## config.mk

```make
export PLATFORM = sky130hd
export DESIGN_NAME = fifo4_16bit_flat
export DESIGN_NICKNAME = d
export VERILOG_FILES = /design/src/rtl/fifo4_16bit_pkg.sv /design/src/rtl/fifo4_16bit_if.sv /design/src/rtl/Mux4way16bit.sv /design/src/rtl/fifo4_16bit.sv /design/src/flat_wrapper.sv
export SDC_FILE = /design/constraint.sdc
export NUM_CORES = 1
export LEC_CHECK = 0
export CELL_PAD_IN_SITES_DETAIL_PLACEMENT = 0
export CELL_PAD_IN_SITES_GLOBAL_PLACEMENT = 1
export CORE_MARGIN = 3
export CORE_UTILIZATION = 40
export DETAILED_ROUTE_END_ITERATION = 8
export PLACE_DENSITY_LB_ADDON = 0.12
export SLEW_MARGIN = 20
export SYNTH_ARGS = -nofsm -noshare
export SYNTH_HDL_FRONTEND = slang
export SYNTH_SLANG_ARGS = --single-unit
```

## constraint.sdc

```tcl
create_clock -name clock -period 6.75 [get_ports clock]
set_input_delay 1.35 -clock clock [delete_from_list [all_inputs] [get_ports clock]]
set_output_delay 1.35 -clock clock [all_outputs]
set_load 0.01 [all_outputs]
```

## src/rtl/fifo4_16bit_pkg.sv

```systemverilog
// Shared constants and types for the 4-entry, 16-bit FIFO.
package fifo4_16bit_pkg;

    localparam int FIFO4_DEPTH = 4;
    localparam int PTR_W       = 2;
    localparam int CNT_W       = 3;

    typedef logic [15:0] word_t;

endpackage

```

## src/rtl/fifo4_16bit_if.sv

```systemverilog
// Producer/consumer handshake bundle of the FIFO.
interface fifo4_16bit_if import fifo4_16bit_pkg::*; ();

    word_t             inData;
    logic              inValid;
    logic              inReady;
    word_t             outData;
    logic              outValid;
    logic              outReady;
    logic [CNT_W-1:0]  count;

    // FIFO side
    modport slave (
        input  inData, inValid, outReady,
        output inReady, outData, outValid, count
    );

    // Producer/consumer side
    modport master (
        output inData, inValid, outReady,
        input  inReady, outData, outValid, count
    );

endinterface

```

## src/rtl/Mux4way16bit.sv

```systemverilog
// Four-way 16-bit selector used for the FIFO read path.
module Mux4way16bit import fifo4_16bit_pkg::*; (
    output word_t             out,
    input  logic [PTR_W-1:0]  select,
    input  word_t             inA,
    input  word_t             inB,
    input  word_t             inC,
    input  word_t             inD
);

    // Pure combinational selection of one of four words
    always_comb begin
        out = inA;
        case (select)
            2'd0:    out = inA;
            2'd1:    out = inB;
            2'd2:    out = inC;
            2'd3:    out = inD;
            default: out = inA;
        endcase
    end

endmodule

```

## src/rtl/fifo4_16bit.sv

```systemverilog
// 4-entry, 16-bit synchronous FIFO with valid/ready handshake on both sides.
// Flags are decoded from the registered count only, so there is no
// combinational path from outReady to inReady and no fall-through.
module fifo4_16bit import fifo4_16bit_pkg::*; #(
    parameter int WIDTH = 16,
    parameter int DEPTH = FIFO4_DEPTH
) (
    input  logic          clock,
    input  logic          reset_n,
    fifo4_16bit_if.slave  bus
);

    logic [PTR_W-1:0] rd_ptr;
    logic [PTR_W-1:0] wr_ptr;
    logic [CNT_W-1:0] count_q;
    logic [WIDTH-1:0] mem [DEPTH];
    logic [DEPTH-1:0] wr_sel;
    logic             wr_en;
    logic             rd_en;

    assign bus.inReady  = (count_q != CNT_W'(FIFO4_DEPTH));
    assign bus.outValid = (count_q != '0);
    assign bus.count    = count_q;

    assign wr_en = bus.inValid  && bus.inReady;
    assign rd_en = bus.outValid && bus.outReady;

    // One-hot entry write enable decoded from the write pointer
    always_comb begin
        wr_sel         = '0;
        wr_sel[wr_ptr] = wr_en;
    end

    // Storage: an entry only loads on its own write enable, so input X
    // outside a write event never reaches stored state
    always_ff @(posedge clock or negedge reset_n) begin
        if (!reset_n) begin
            for (int i = 0; i < DEPTH; i++) mem[i] <= '0;
        end else begin
            for (int i = 0; i < DEPTH; i++) begin
                if (wr_sel[i]) mem[i] <= bus.inData;
            end
        end
    end

    // Pointers wrap naturally at 2 bits; count tracks net occupancy
    always_ff @(posedge clock or negedge reset_n) begin
        if (!reset_n) begin
            rd_ptr  <= '0;
            wr_ptr  <= '0;
            count_q <= '0;
        end else begin
            if (wr_en) wr_ptr <= wr_ptr + 1'b1;
            if (rd_en) rd_ptr <= rd_ptr + 1'b1;
            case ({wr_en, rd_en})
                2'b10:   count_q <= count_q + 1'b1;
                2'b01:   count_q <= count_q - 1'b1;
                default: count_q <= count_q;
            endcase
        end
    end

    Mux4way16bit u_read_mux (
        .out    (bus.outData),
        .select (rd_ptr),
        .inA    (mem[0]),
        .inB    (mem[1]),
        .inC    (mem[2]),
        .inD    (mem[3])
    );

endmodule

```

## src/flat_wrapper.sv

```systemverilog
// flat-port wrapper written by rule: the top's interface ports become plain ports
module fifo4_16bit_flat import fifo4_16bit_pkg::*;
#(
    parameter int WIDTH = 16,
    parameter int DEPTH = FIFO4_DEPTH
)
  (clock, reset_n, bus_inData, bus_inValid, bus_outReady, bus_inReady, bus_outData, bus_outValid, bus_count);
  fifo4_16bit_if bus_i ();
  input  logic clock;
  input  logic reset_n;
  input wire logic [$bits(bus_i.inData)-1:0] bus_inData;
  input wire logic [$bits(bus_i.inValid)-1:0] bus_inValid;
  input wire logic [$bits(bus_i.outReady)-1:0] bus_outReady;
  output wire logic [$bits(bus_i.inReady)-1:0] bus_inReady;
  output wire logic [$bits(bus_i.outData)-1:0] bus_outData;
  output wire logic [$bits(bus_i.outValid)-1:0] bus_outValid;
  output wire logic [$bits(bus_i.count)-1:0] bus_count;
  assign bus_i.inData = bus_inData;
  assign bus_i.inValid = bus_inValid;
  assign bus_i.outReady = bus_outReady;
  assign bus_inReady = bus_i.inReady;
  assign bus_outData = bus_i.outData;
  assign bus_outValid = bus_i.outValid;
  assign bus_count = bus_i.count;
  fifo4_16bit #(.WIDTH(WIDTH), .DEPTH(DEPTH)) u_core (.clock(clock), .reset_n(reset_n), .bus(bus_i));
endmodule
```

# Word-level counts from Yosys, hierarchy flattened
# Index checks and enable logic that the tools add are counted.
# word_totals
ff_bits	71
in_bits	20
elab_cells	30
# classes
add_sub_neg	4
order_cmp	2
eq_ne	6
mux	4
bitwise_logic	1
n_reduce_logical	6
# ops
operator	n
16-bit case mux with 4 select lines	1
2-bit == test, second input constant	3
3-bit case mux with 2 select lines	1
2-bit by 1-bit adder with 2-bit output, second input constant	2
4-bit AND	1
2-bit by 1-bit == test with 1-bit output, second input constant	2
3-bit by 1-bit adder with 3-bit output, second input constant	1
1-bit logical AND	3
2-bit by 3-bit < comparator with 1-bit output, second input constant	1
3-bit != test, second input constant	1
3-bit nonzero test	1
3-bit by 1-bit subtractor with 3-bit output, second input constant	1
1-bit demux with 2-bit select	1
2-bit by 1-bit >= comparator with 1-bit output, second input constant	1
2-bit zero test	1
2-bit nonzero test	1
1-bit two-way mux	1

# Logic depth before layout (Yosys ltp)
# Gate-level depths: netlist of the first run.
# depth
depth_word	5
mapped_depth	10

# Cells and area by module
# A second synthesis of the first run with hierarchy kept.
# unflattened
cells_unflattened	193
hier_area_um2	3437.0
# modules_own_cells
mod	instances	cells_per_inst	area_per_inst_um2	seq_area_each_um2
fifo4_16bit	1	173	3012.9	1776.7
Mux4way16bit	1	20	424.2	0.0

# Worst setup path before layout of the first run
# Ideal clock, no wire load.
# synth_path
path_type	register to output
start	reg u_core.rd_ptr[0]
end	out bus_outData[0]
arrival_ns	1.749
required_time_ns	5.400
path_slack_ns	3.651
path_stages_with_launch	6
n_path_buf	2
cell_sequence	dfrtp_1 > inv_1 > ha_1 > clkbuf_1 > buf_1 > mux2i_1
# synth_via
elab_chain_len	2
elab_cells_between_ends	5
cone_classes	eq/ne: 3; mux: 1; reduce/logical: 1
# synth_rtl
element	line	rtl
from (decl)	fifo4_16bit.sv:13	logic [PTR_W-1:0] rd_ptr;
from (signal assigned)	fifo4_16bit.sv:54	if (rd_en) rd_ptr <= rd_ptr + 1'b1;
2-bit == test (tied with other cells)	Mux4way16bit.sv:14	case (select)
16-bit case mux with 4 select lines (*)	Mux4way16bit.sv:14	
to (decl)	flat_wrapper.sv:15	output wire logic [$bits(bus_i.outData)-1:0] bus_outData;
# Mark *: on every way between the ends. The rest lies on a longest branch, timed or not.

# Final worst setup path of the first run
# layout_path
start	reg u_core.rd_ptr[0]
end	out bus_outData[11]
# Same word-level chain as after synthesis.

==> results of run 1 <==
-- through the flow --
step                      total power [W]  hold WS [ps]  cells  area [sq um]
after floorplan                  0.001442         457.0    252          3392
after global placement           0.001803         468.8    377          3806
after detailed placement         0.001821         475.3    377          3806
after CTS                        0.002209         493.7    393          4026
after global routing             0.002339         505.8    393          4026
final                            0.002183         489.3    393          4026
-- layout by cell type, fill, tap and decap left out, types with 3 or more instances in the layout --
| cell type | synthesis | layout |
|---|---|---|
| a222oi_1 | 16 | 16 |
| and3_4 | 3 | 3 |
| clkbuf_8 | 0 | 9 |
| clkdlybuf4s50_1 | 0 | 39 |
| dfrtp_1 | 71 | 71 |
| ha_1 | 9 | 9 |
| inv_1 | 24 | 24 |
| mux2_1 | 18 | 18 |
| mux2_4 | 30 | 30 |
| mux2i_1 | 17 | 17 |
| nand2_1 | 18 | 18 |
| o22ai_1 | 16 | 16 |
| xnor2_1 | 3 | 3 |
-- how the worst max path moves through the flow --
stage,start,endpoint,slack [ps],cells after the start
after global routing,u_core.rd_ptr[0],bus_outData[5],2600,4
after detailed placement,bus_inValid,u_core.bus.count[2],3020,8
final,u_core.rd_ptr[0],bus_outData[11],2740,4
after floorplan,u_core.rd_ptr[0],bus_outData[0],3650,5
after CTS,u_core.rd_ptr[0],bus_outData[15],2700,4
after global placement,bus_inValid,u_core.bus.count[2],3070,8
-- power by group through the flow --
stage	logic (W)	registers (W)	clock network (W)
after global placement	0.00104	0.000762	0
after global routing	0.00114	0.000790	0.000408
after detailed placement	0.00106	0.000766	0
after floorplan	0.000705	0.000737	0
after CTS	0.00106	0.000762	0.000386
final	0.00104	0.000763	0.000376
-- area by class of cell --
| class | instances | area share |
|---|---|---|
| sequential | 71 | 0.4413 |
| multi-input combinational | 139 | 0.3499 |
| timing repair buffer | 41 | 0.1001 |
| tap | 102 | 0.03170 |
| clock buffer | 9 | 0.03076 |
| clock inverter | 7 | 0.02393 |
| inverter | 24 | 0.02237 |
-- worst max-delay path: cells and delay by family, from the launching register on --
family	cells	cell delay [ps]
adders and majority gates	1	900
DFF	1	430
buffers and inverters	2	670
muxes	1	320
-- Yosys cell counts --
library cell / n / area share
nor2_1: 1 / 0.0011
clkbuf_1: 8 / 0.0089
mux2_4: 30 / 0.13
inv_1: 24 / 0.027
mux2_1: 18 / 0.060
or3b_1: 1 / 0.0026
nand2_1: 18 / 0.020
and3_4: 3 / 0.010
o22ai_1: 16 / 0.030
or3_1: 1 / 0.0018
ha_1: 9 / 0.033
buf_2: 3 / 0.0044
buf_6: 6 / 0.020
buf_1: 1 / 0.0011
mux2_2: 2 / 0.0066
fa_1: 1 / 0.0059
xnor2_1: 3 / 0.0077
a222oi_1: 16 / 0.047
and3_1: 1 / 0.0018
dfrtp_1: 71 / 0.52
mux2i_1: 17 / 0.050
xor2_1: 2 / 0.0052
-- sequential cells by signal, summed over array words and instances, names as in the netlist --
register	cells
u_core.bus.count	3
u_core.rd_ptr	2
u_core.wr_ptr	2
u_core.mem	64
-- routing by layer --
layer | track usage | up-vias | part of all wire
met1 | 0.2360 | 1058 | 0.49
met2 | 0.2393 | 59 | 0.44
met4 | 0.04153 | 0 | 0.012
li1 | - | 967 | -
met5 | 0 | - | 0
met3 | 0.04929 | 7 | 0.058
-- cell families after synthesis --
group / count (synthesis) / share of synthesized area
and+or+nand+nor: 25 / 0.03726
AOI/OAI and AO/OA: 32 / 0.07672
muxes: 67 / 0.2494
DFF: 71 / 0.5238
adders and majority gates: 10 / 0.03910
xor gates and xnor gates: 5 / 0.01291
buffers and inverters: 42 / 0.06086
==> run summary, run 1 <==
Max Cap Viol: 0
CTS tree: done
Routed WL: 7404 um
Worst-Margin Slew: 1115 ps
hold_buf cts: 0
fin crit period: 4012 ps
cells along the critical path: inv_1 -> ha_1 -> mux2i_1 -> clkdlybuf4s50_1
R2R Path End: u_core.bus.count[2]
Int Power: 0.001436 W
hold path cells: 1
initial antenna violation count: 0
Ports: 41
ANT cells: 0
synth unique cells: 22
Switch Pwr: 0.0007465 W
DR vias/cell: 5.321
Iter 0 DRT Violations: 138
maximum VDD drop: 0.2799 mV
root buf cell: clkbuf_8
combinational power share: 0.478
setup violators final: 0
pwr/cell area: 542.1 mW/mm^2
Placer Congestion: 0.7252
post_cts resized: 0
Die X: 98.09 um
all-layer global routing usage: 0.1631
slowest CP cell: ha_1
worst r2r path cells: 8
die area: 0.009621 sq mm
CP required: 5400 ps
HPWL Detailed: 4362 um
Die H: 98.09 um
Sequential Power Share: 0.349
Finished Core Util: 0.5053
CP arrival: 2660 ps
Layout fillers: 721
final hold violation count: 0
synth warn: 0
mapped cell area: 0.003392 sq mm
Num CTS Buffers: 9
H-tree depth: 3
clock power share: 0.172
P&R area growth vs syn: 18.70%
Largest stage delay, worst path: 900 ps
worst relative slew slack: 0.2567
drt wl/cell: 18.84 um
largest net degree at the start of global routing: 72
Synth Area per Inst: 13.46 sq um
first-pass GRT wire length: 12190 um
grt ovf: 0
Detail Route Antenna Nets: 0
worst slack, placed: 3023 ps
clk buf depth: 2
core area: 0.007968 sq mm
worst min-delay path endpoint: u_core.mem[0]
PortBufs: 40
post-CTS setup buffer count: 0
Worst Skew: 10.69 ps
RSZ-0062 raised after global routing: no
sequential-to-total area share from yosys stat: 0.5238
total leakage power: 1.791 nW
Reg-to-Reg Start: u_core.bus.count[0]
Pre-antenna DRT Iters: 8
worst setup path category: flop to output port
vias in the first global route: 2183
Worst Setup Start Kind: flop
CP max FO: 16
reg2reg setup slack: 3960 ps
Slew Viols, Final: 0
share of cells above drive strength 1: 0.1821
setup slack after layout: 2739 ps
status: completed
Tcrit/Tclk final: 0.5943
Worst Setup End Kind: output port
footprint of the multi-input gates: 0.001409 sq mm
Final nets: 316
Mapped Cells: 252
Clk pin slew, worst setup/hold paths: 80 ps
setup TNS: 0 ps
FF+latch count, synth: 71
Reg area: 0.001777 sq mm
# rows: 32
Clock Latency Late Sink: 340 ps
routed vias: 2091
HP Class: flop to flop
Worst Hold Launch: u_core.mem[0]
fmax: 0.2493 GHz
post-detailed-route DRC marker count: 0
clk sinks: 71
syn nets: 282
Switching Share: 0.3420
Initial Utilization: 0.4257
No activity file was read; power rests on OpenSTA's default activity.
==> inputs of run 2 (changes only) <==
Clock period 6.75 ns to 3.7 ns, I/O delays scaled along.
==> run 2 against run 1 <==
Sequential power up 83%. First-iteration DRC count fell by 20%. Die area is the same. Global-route usage rose by 0.48 points. Register-to-register slack got worse by 2400 ps. Critical path type unchanged. Largest cell class unchanged.
==> run summary, run 2 (synthesis results as in run 1) <==
max FFs per register: 64 (unchanged)
Detail Route Antenna Nets: 0 (unchanged)
post-detailed-route DRC marker count: 0 (unchanged)
Ports: 41 (unchanged)
RSZ-0062 raised after global routing: no
setup violators final: 0 (unchanged)
fin crit period: 3168 ps
status: completed
slowest CP cell: clkdlybuf4s50_1
Worst-Margin Slew: 902.3 ps (-212.6 ps)
Final nets: 322 (+1.9%)
routed vias: 2110 (+0.91%)
clk buf depth: 2 (unchanged)
Non-Filler Instances: 398 (+1.3%)
Die H: 98.09 um (unchanged)
H-tree depth: 3 (unchanged)
die area: 0.009621 sq mm (unchanged)
Routed WL: 7509 um (+1.4%)
Worst Setup End Kind: output port
first-pass GRT wire length: 12610 um (+3.5%)
commonest non-fill, non-tap cells in the layout: dfrtp_1, clkdlybuf4s50_1, mux2_4
share of cells above drive strength 1: 0.1959 (+0.01382)
core area: 0.007968 sq mm (unchanged)
post-CTS setup buffer count: 0 (unchanged)
fmax: 0.3157 GHz
largest net degree at the start of global routing: 72 (unchanged)
Pre-antenna DRT Iters: 4 (-4)
setup TNS: 0 ps (unchanged)
clk sinks: 71 (unchanged)
vias in the first global route: 2278 (+4.4%)
Cell Area, Placed: 0.003864 sq mm (+1.5%)
DR vias/cell: 5.302 (-0.36%)
Tcrit/Tclk final: 0.8562
maximum VDD drop: 0.4443 mV (+59%)
HPWL Detailed: 4634 um (+6.3%)
cells along the critical path: inv_1 -> ha_1 -> buf_4 -> a222oi_1 -> mux2i_1 -> clkdlybuf4s50_1
CTS tree: done
all-layer global routing usage: 0.1679 (+0.004772)
Pwr Total: 0.004091 W (+87%)
Clk pin slew, worst setup/hold paths: 80 ps (about the same)
most common cell after layout, fill and taps aside: dfrtp_1
Initial Utilization: 0.4257 (unchanged)
P&R area growth vs syn: 20.80%
hold_buf cts: 0 (unchanged)
root buf cell: clkbuf_8
Reg with most FFs: u_core.mem
total leakage power: 1.822 nW (+1.8%)
Iter 0 DRT Violations: 110 (-20%)
drt wl/cell: 18.87 um (+0.14%)
Slew Viols, Final: 0 (unchanged)
post_cts resized: 0 (unchanged)
final hold slack: 492.1 ps (+2.784 ps)
worst relative slew slack: 0.3984 (+0.1417)
CP max FO: 9 (-7)
Clock Latency Late Sink: 350 ps (about the same)
Die X: 98.09 um (unchanged)
PortBufs: 40 (unchanged)
CP arrival: 2430 ps (-230 ps)
Worst Setup Start Kind: flop
reg2reg setup slack: 1550 ps (-2410 ps)
initial antenna violation count: 0 (unchanged)
Max Cap Viol: 0 (unchanged)
# rows: 32 (unchanged)
final hold violation count: 0 (unchanged)
pwr/cell area: 998.4 mW/mm^2 (+84%)
Worst Skew: 8.547 ps (-2.144 ps)
grt ovf: 0 (unchanged)
HP Class: flop to flop
ANT cells: 0 (unchanged)
worst setup path category: flop to output port
Num CTS Buffers: 9 (unchanged)
Largest stage delay, worst path: 510 ps (-390 ps)
CP required: 2960 ps (-2440 ps)
Placer Congestion: 0.7700 (+6.2%)
final instance area: 0.004098 sq mm (+1.8%)
placed instance count: 383 (+1.6%)
run 2: layer usage:
| layer | GRT usage | wire length [um] | up-vias |
|---|---|---|---|
| met2 | 0.2545 | 3458 | 53 |
| li1 | - | - | 978 |
| met5 | 0 | 0 | - |
| met3 | 0.04429 | 330 | 13 |
| met1 | 0.2284 | 3575 | 1066 |
| met4 | 0.07029 | 144 | 0 |
run 2: worst paths after layout:
check                               startpoint                   to  cells past startpoint
setup / recovery              u_core.rd_ptr[0]       bus_outData[2]                      6
hold / removal                  u_core.mem[39]       u_core.mem[39]                      1
setup reg to reg           u_core.bus.count[0]  u_core.bus.count[2]                      8
hold reg to reg                 u_core.mem[39]       u_core.mem[39]                      1
max in group asynchronous              reset_n     u_core.rd_ptr[1]                      2
min in group asynchronous              reset_n       u_core.mem[57]                      2
run 2: layout make-up:
| class | count | area (sq um) |
|---|---|---|
| fill | 717 | 3870 |
| sequential | 71 | 1777 |
| multi-input combinational | 139 | 1409 |
| timing repair buffer | 47 | 460.4 |
| tap | 102 | 127.6 |
| clock buffer | 9 | 123.9 |
| clock inverter | 6 | 110.1 |
| inverter | 24 | 90.09 |
run 2: critical path, delay by kind of cell, from the launching register on:
family / cells / cell delay (ps)
AO/OA/AOI/OAI: 1 / 320
adder cells (fa/ha/maj): 1 / 340
buffers and inverters: 3 / 830
flip-flops: 1 / 430
multiplexers: 1 / 160
run 2: power breakdown:
group	switching, W	internal, W	total (W)	leakage [nW]
clock network	0.000299	0.000443	0.000742	0.111
logic	0.000850	0.00110	0.00195	0.864
registers	0.000221	0.00118	0.00140	0.847
total	0.00137	0.00272	0.00409	1.82
run 2: stage by stage:
step	util	setup WS [ps]
4_1_cts	0.5143	518.7
2_1_floorplan	-	1211
6_report	0.5143	532.2
5_1_grt	0.5143	386.3
3_3_place_gp	0.4849	920.9
3_5_place_dp	0.4849	929.2
==> edit 1, RTL diff (flow settings as in run 2) <==
Change the package constant `PTR_W` from 2 to 3.
--- a/src/rtl/fifo4_16bit_pkg.sv
+++ b/src/rtl/fifo4_16bit_pkg.sv
@@ -4,3 +4,3 @@
     localparam int FIFO4_DEPTH = 4;
-    localparam int PTR_W       = 2;
+    localparam int PTR_W       = 3;
     localparam int CNT_W       = 3;
Behaviour: not the same (Yosys sat finds a counterexample within 10 cycles, from zero or initial values and one cycle with reset_n low).
==> edit 1 against run 2 <==
- register-to-register slack got worse by 0.20 ns
- critical path depth did not move
- sequential cell count rose by 2
- utilization fell by 0.93 points
- wire length fell by 12%
- clock skew fell by 0.0046 ns
- via count fell by 2.6%
- area after synthesis rose by 1.1%
- design area rose by 1.8%
- setup slack got worse by 0.10 ns
- clock power fell by 6.1%
- count of clock-buffer cells in the layout rose by 2
- total power fell by 4.0%
- critical path type unchanged
==> edit 1: results (changes against run 2) <==
Cell area after placement = 3940 um^2 (+2.0%)
Maximum cell stage delay along the critical path = 0.49 ns (-0.02 ns)
Vias in the first global route = 2,167 (-4.9%)
Number of DRC markers in iteration 0 = 96 (-13%)
Leak = 1.91 nW (+5.1%)
Nets in the synthesized netlist = 276 (-2.1%)
Maximum fanout along the worst path = 9 (unchanged)
Netlist cell types = 26 (+18%)
Clock tree buffer depth = 2 (unchanged)
RePlAce Congestion = 0.682 (-11%)
Largest reg by FF count = u_core.mem
Number of antenna violations at the first check in global routing = 0 (unchanged)
Slew at the pin closest to its max-slew limit = 0.726 ns (-0.176 ns)
Wire length after detailed routing = 6.64 mm (-12%)
Final-stage net count = 323 (+0.31%)
First-pass GRT wire length = 10.9 mm (-13%)
Total global-route track usage = 14.5% (-2.3 points)
Path type of the worst min-delay path = in2async
PostCTS Resize Cnt = 0 (unchanged)
Largest clock skew in the final design = 0.00396 ns (-0.00458 ns)
Count of filler cells inserted in the layout = 755 (+5.3%)
First-pass detailed-route iteration total = 4 (unchanged)
Fraction of registers with async set or reset after synthesis = 100% (unchanged)
Largest voltage drop on the vdd net = 400 uV (-9.9%)
Post-DR vias/cell = 5.11 (-3.6%)
Sequential element share of the synthesized area = 53.3% (+0.89 points)
Number of warnings reported in the yosys synthesis log = 0 (unchanged)
Slowest library cell on the worst path = sky130_fd_sc_hd__clkdlybuf4s50_1
Clock tree root buffer cell = sky130_fd_sc_hd__clkbuf_8
Status = completed
DPL Wire Length = 4.46 mm (-3.8%)
Clock-pin slew on the worst setup and hold paths = 0.08 ns (about the same)
DP Worst Slack = 0.752 ns (-0.177 ns)
Most area-consuming cells after synthesis = sky130_fd_sc_hd__dfrtp_1 53%, sky130_fd_sc_hd__mux2_2 18%, sky130_fd_sc_hd__mux2i_1 5.0%
Maximum number of pins on one net before global-route repair = 51 (-29%)
Total inserted antenna cells = 0 (unchanged)
Share of post-route cells with drive strength above 1 = 33.0% (+13 points)
TritonCTS Buffers = 9 (unchanged)
Postcts setup bufs = 0 (unchanged)
Clock latency on the worst-skew pair = 0.34 ns
Htree depth = 3 (unchanged)
Net load switching power = 0.00126 W (-8.2%)
Crit path arrival time = 2.53 ns (+0.10 ns)
Synth top cells by count = 73 x sky130_fd_sc_hd__dfrtp_1, 55 x sky130_fd_sc_hd__mux2_2, 26 x sky130_fd_sc_hd__inv_1
Flip-flop count of the largest register after layout = 64 (unchanged)
## edit 1: cell count changes in the layout (fill, tap and decap cells not counted), sizes merged, moves of 2 or more
cell,change
clkbuf,+2
and3,-4
inv,+2
nor2b,+2
dfrtp,+2
mux2,+15
o22ai,-16
o21ai,+3
nand4,+2
nand2,-14
buf,+2
## edit 1: worst max-delay path, delay by kind of cell, from the launching register on
| family | cells | cell delay (ns) |
|---|---|---|
| AOI/OAI and AO/OA | 1 | 0.38 |
| adders and majority gates | 2 | 0.53 |
| buffers and inverters | 2 | 0.73 |
| DFF | 1 | 0.42 |
| muxes | 1 | 0.12 |
## edit 1: final timing paths
path	cells after the start	from	slack [ns]	endpoint
worst min-delay path	1	reset_n	0.41	u_core.mem[61]
min in group clock	1	u_core.mem[63]	0.51	u_core.mem[63]
worst min register to register	1	u_core.mem[63]	0.51	u_core.mem[63]
max in group asynchronous	2	reset_n	2.58	u_core.mem[49]
worst max-delay path	6	u_core.rd_ptr[0]	0.43	bus_outData[13]
worst max register to register	8	u_core.bus.count[1]	1.35	u_core.bus.count[2]
## edit 1: layout make-up
class                   instances  area, um^2  area share [%]
flip-flops and latches         73        1830            43.8
clock buffers                  11         151            3.63
inverters                      26        97.6            2.34
well taps                     105         131            3.15
clock inverters                 5        77.6            1.86
repair buffers                 49         465            11.2
multi-input cells             133        1420            34.1
## edit 1: logic make-up (layout without fill, tap and decap cells)
group                    Yosys count  count (layout)  share of synthesized area [%]
AO/OA/AOI/OAI                     21              21                           5.58
XOR/XNOR                           5               5                           1.28
adder cells (fa/ha/maj)           11              11                           4.23
buffers and inverters             39              91                           5.33
flip-flops                        73              73                           53.3
multiplexers                      82              82                           27.4
AND/OR/NAND/NOR                   14              14                           2.92
## edit 1: routing by layer
layer  vias to the layer above  track usage [%]  routed length [um]
li1                        972                -                   -
met1                      1021             18.8                2950
met2                        56             23.4                3230
met3                         6             4.81                 377
met4                         0             4.20                  71
met5                         -                0                   0
## edit 1: metrics by stage
stage,power [W],cells
3_5_place_dp,0.00328,386
6_report,0.00393,402
2_1_floorplan,0.00257,245
5_1_grt,0.00421,402
3_3_place_gp,0.00324,386
4_1_cts,0.00400,402
## edit 1: power by group through the flow
stage / Sequential, W / Clock (W) / Combinational [W]
3_5_place_dp: 0.00145 / 0 / 0.00183
5_1_grt: 0.00149 / 0.000755 / 0.00197
6_report: 0.00143 / 0.000697 / 0.00180
2_1_floorplan: 0.00139 / 0 / 0.00118
4_1_cts: 0.00143 / 0.000722 / 0.00184
3_3_place_gp: 0.00144 / 0 / 0.00180
==> edit 2, RTL diff (flow settings as in run 2) <==
Made on the original files. Make the reset (`reset_n`) synchronous in 2 clocked blocks.
--- a/src/rtl/fifo4_16bit.sv
+++ b/src/rtl/fifo4_16bit.sv
@@ -35,3 +35,3 @@
     // outside a write event never reaches stored state
-    always_ff @(posedge clock or negedge reset_n) begin
+    always_ff @(posedge clock) begin
         if (!reset_n) begin
@@ -46,3 +46,3 @@
     // Pointers wrap naturally at 2 bits; count tracks net occupancy
-    always_ff @(posedge clock or negedge reset_n) begin
+    always_ff @(posedge clock) begin
         if (!reset_n) begin
Check against the original RTL: differs if reset_n is asserted again (counterexample within 4 cycles, from zero or initial values and one cycle with reset_n low); with reset_n held inactive, the same outputs for 10 cycles.
==> edit 2 against run 2 <==
- via count shrank 0.14%
- utilization shrank 1.2 points
- synthesized cell count grew 2.4%
- area after synthesis shrank 1.7%
- design area shrank 3.4%
- global-route usage shrank 0.90 points
- clock skew grew 0.00073 ns
- sequential cell count is the same
- wire length shrank 5.0%
- die area shrank 1.6%
- setup slack gained 0.054 ns
- fmax grew 1.8%
- largest cell class unchanged
Power is not compared: it rests on default switching activity, and its combinational part moved more than twofold at a synthesized area within 25%.
==> edit 2: results (changes against run 2) <==
Tightest slew margin relative to the limit = 53.1% (+13 points)
DP Worst Slack = 0.735 ns (-0.194 ns)
Xor and xnor area share after synthesis = 0.788% (-0.50 points)
Netlist cell types = 23 (+4.5%)
Non-clock inverter count = 25 (+4.2%)
Final sequential cell count = 71 (unchanged)
First-pass detailed-route iteration total = 6 (+2)
Number of DRC markers in iteration 0 = 173 (+57%)
Layout clock area frac = 3.57% (-2.1 points)
Final-stage net count = 328 (+1.9%)
Main flop type after synthesis = sky130_fd_sc_hd__edfxtp_1
Status = completed
Wire length after detailed routing = 7.13 mm (-5.0%)
Complex-gate fraction of the synthesized area = 5.71% (-2.0 points)
Count of filler cells inserted in the layout = 700 (-2.4%)
DPL Wire Length = 4.31 mm (-7.1%)
Clock latency on the worst-skew pair = 0.32 ns (-0.03 ns)
Share of post-route cells with drive strength above 1 = 7.00% (-13 points)
Total global-route track usage = 15.9% (-0.90 points)
Most area-consuming cells after synthesis = sky130_fd_sc_hd__edfxtp_1 58%, sky130_fd_sc_hd__and3_1 12%, sky130_fd_sc_hd__mux2i_1 5.4%
Share of cell area taken by muxes after synthesis = 5.41% (-20 points)
Total vias in the final route = 2,107 (-0.14%)
Largest clock skew in the final design = 0.00928 ns (+0.000729 ns)
Register fraction of the total cell area = 52.1% (+8.7 points)
Vias in the first global route = 2,181 (-4.3%)
Clk_buf instances = 10 (+1)
Non-clock buffering overhead in the final layout = 11.8% (+0.58 points)
Maximum number of pins on one net before global-route repair = 68 (-5.6%)
RePlAce Congestion = 0.691 (-10%)
Nets in the synthesized netlist = 288 (+2.1%)
edit 2: cell types whose count changed in the layout (fill, tap and decap cells not counted), moves of 16 or more:
cell	before	now
sky130_fd_sc_hd__and3_1	1	64
sky130_fd_sc_hd__dfrtp_1	71	0
sky130_fd_sc_hd__edfxtp_1	0	64
sky130_fd_sc_hd__mux2_1	18	0
sky130_fd_sc_hd__mux2_4	30	0
sky130_fd_sc_hd__o22ai_1	16	0
edit 2: per-stage QoR:
step	std cells	cell area, um^2	utilization (%)	power (W)
final	402	3960	50.2	0.00226
after global routing	402	3960	50.2	0.00242
after CTS	402	3960	50.2	0.00230
after detailed placement	389	3820	48.4	0.00182
after global placement	389	3820	48.4	0.00182
after floorplan	258	3330	-	0.00149
edit 2: final timing paths:
check | start | to | slack (ns) | cells after the start
max reg2reg | u_core.bus.count[2] | u_core.bus.count[2] | 1.10 | 9
min reg2reg | u_core.wr_ptr[1] | u_core.wr_ptr[1] | 0.50 | 2
max | u_core.rd_ptr[0] | bus_outData[10] | 0.59 | 6
min | u_core.wr_ptr[1] | u_core.wr_ptr[1] | 0.50 | 2
edit 2: per-layer routing:
layer  vias to the layer above  track usage [%]  part of all wire, %
li1                       1042                -                    -
met1                      1006             21.2                   44
met2                        59             25.2                   50
met3                         0             3.45                  5.4
met4                         0             6.50                    0
met5                         -                0                    0
edit 2: kinds of logic (layout without fill, tap and decap cells):
logic type,Yosys count,count (layout)
AND/OR/NAND/NOR,90,90
buffers and inverters,45,87
adder cells (fa/ha/maj),10,10
flip-flops,71,71
multiplexers,18,18
XOR/XNOR,3,3
AO/OA/AOI/OAI,21,21
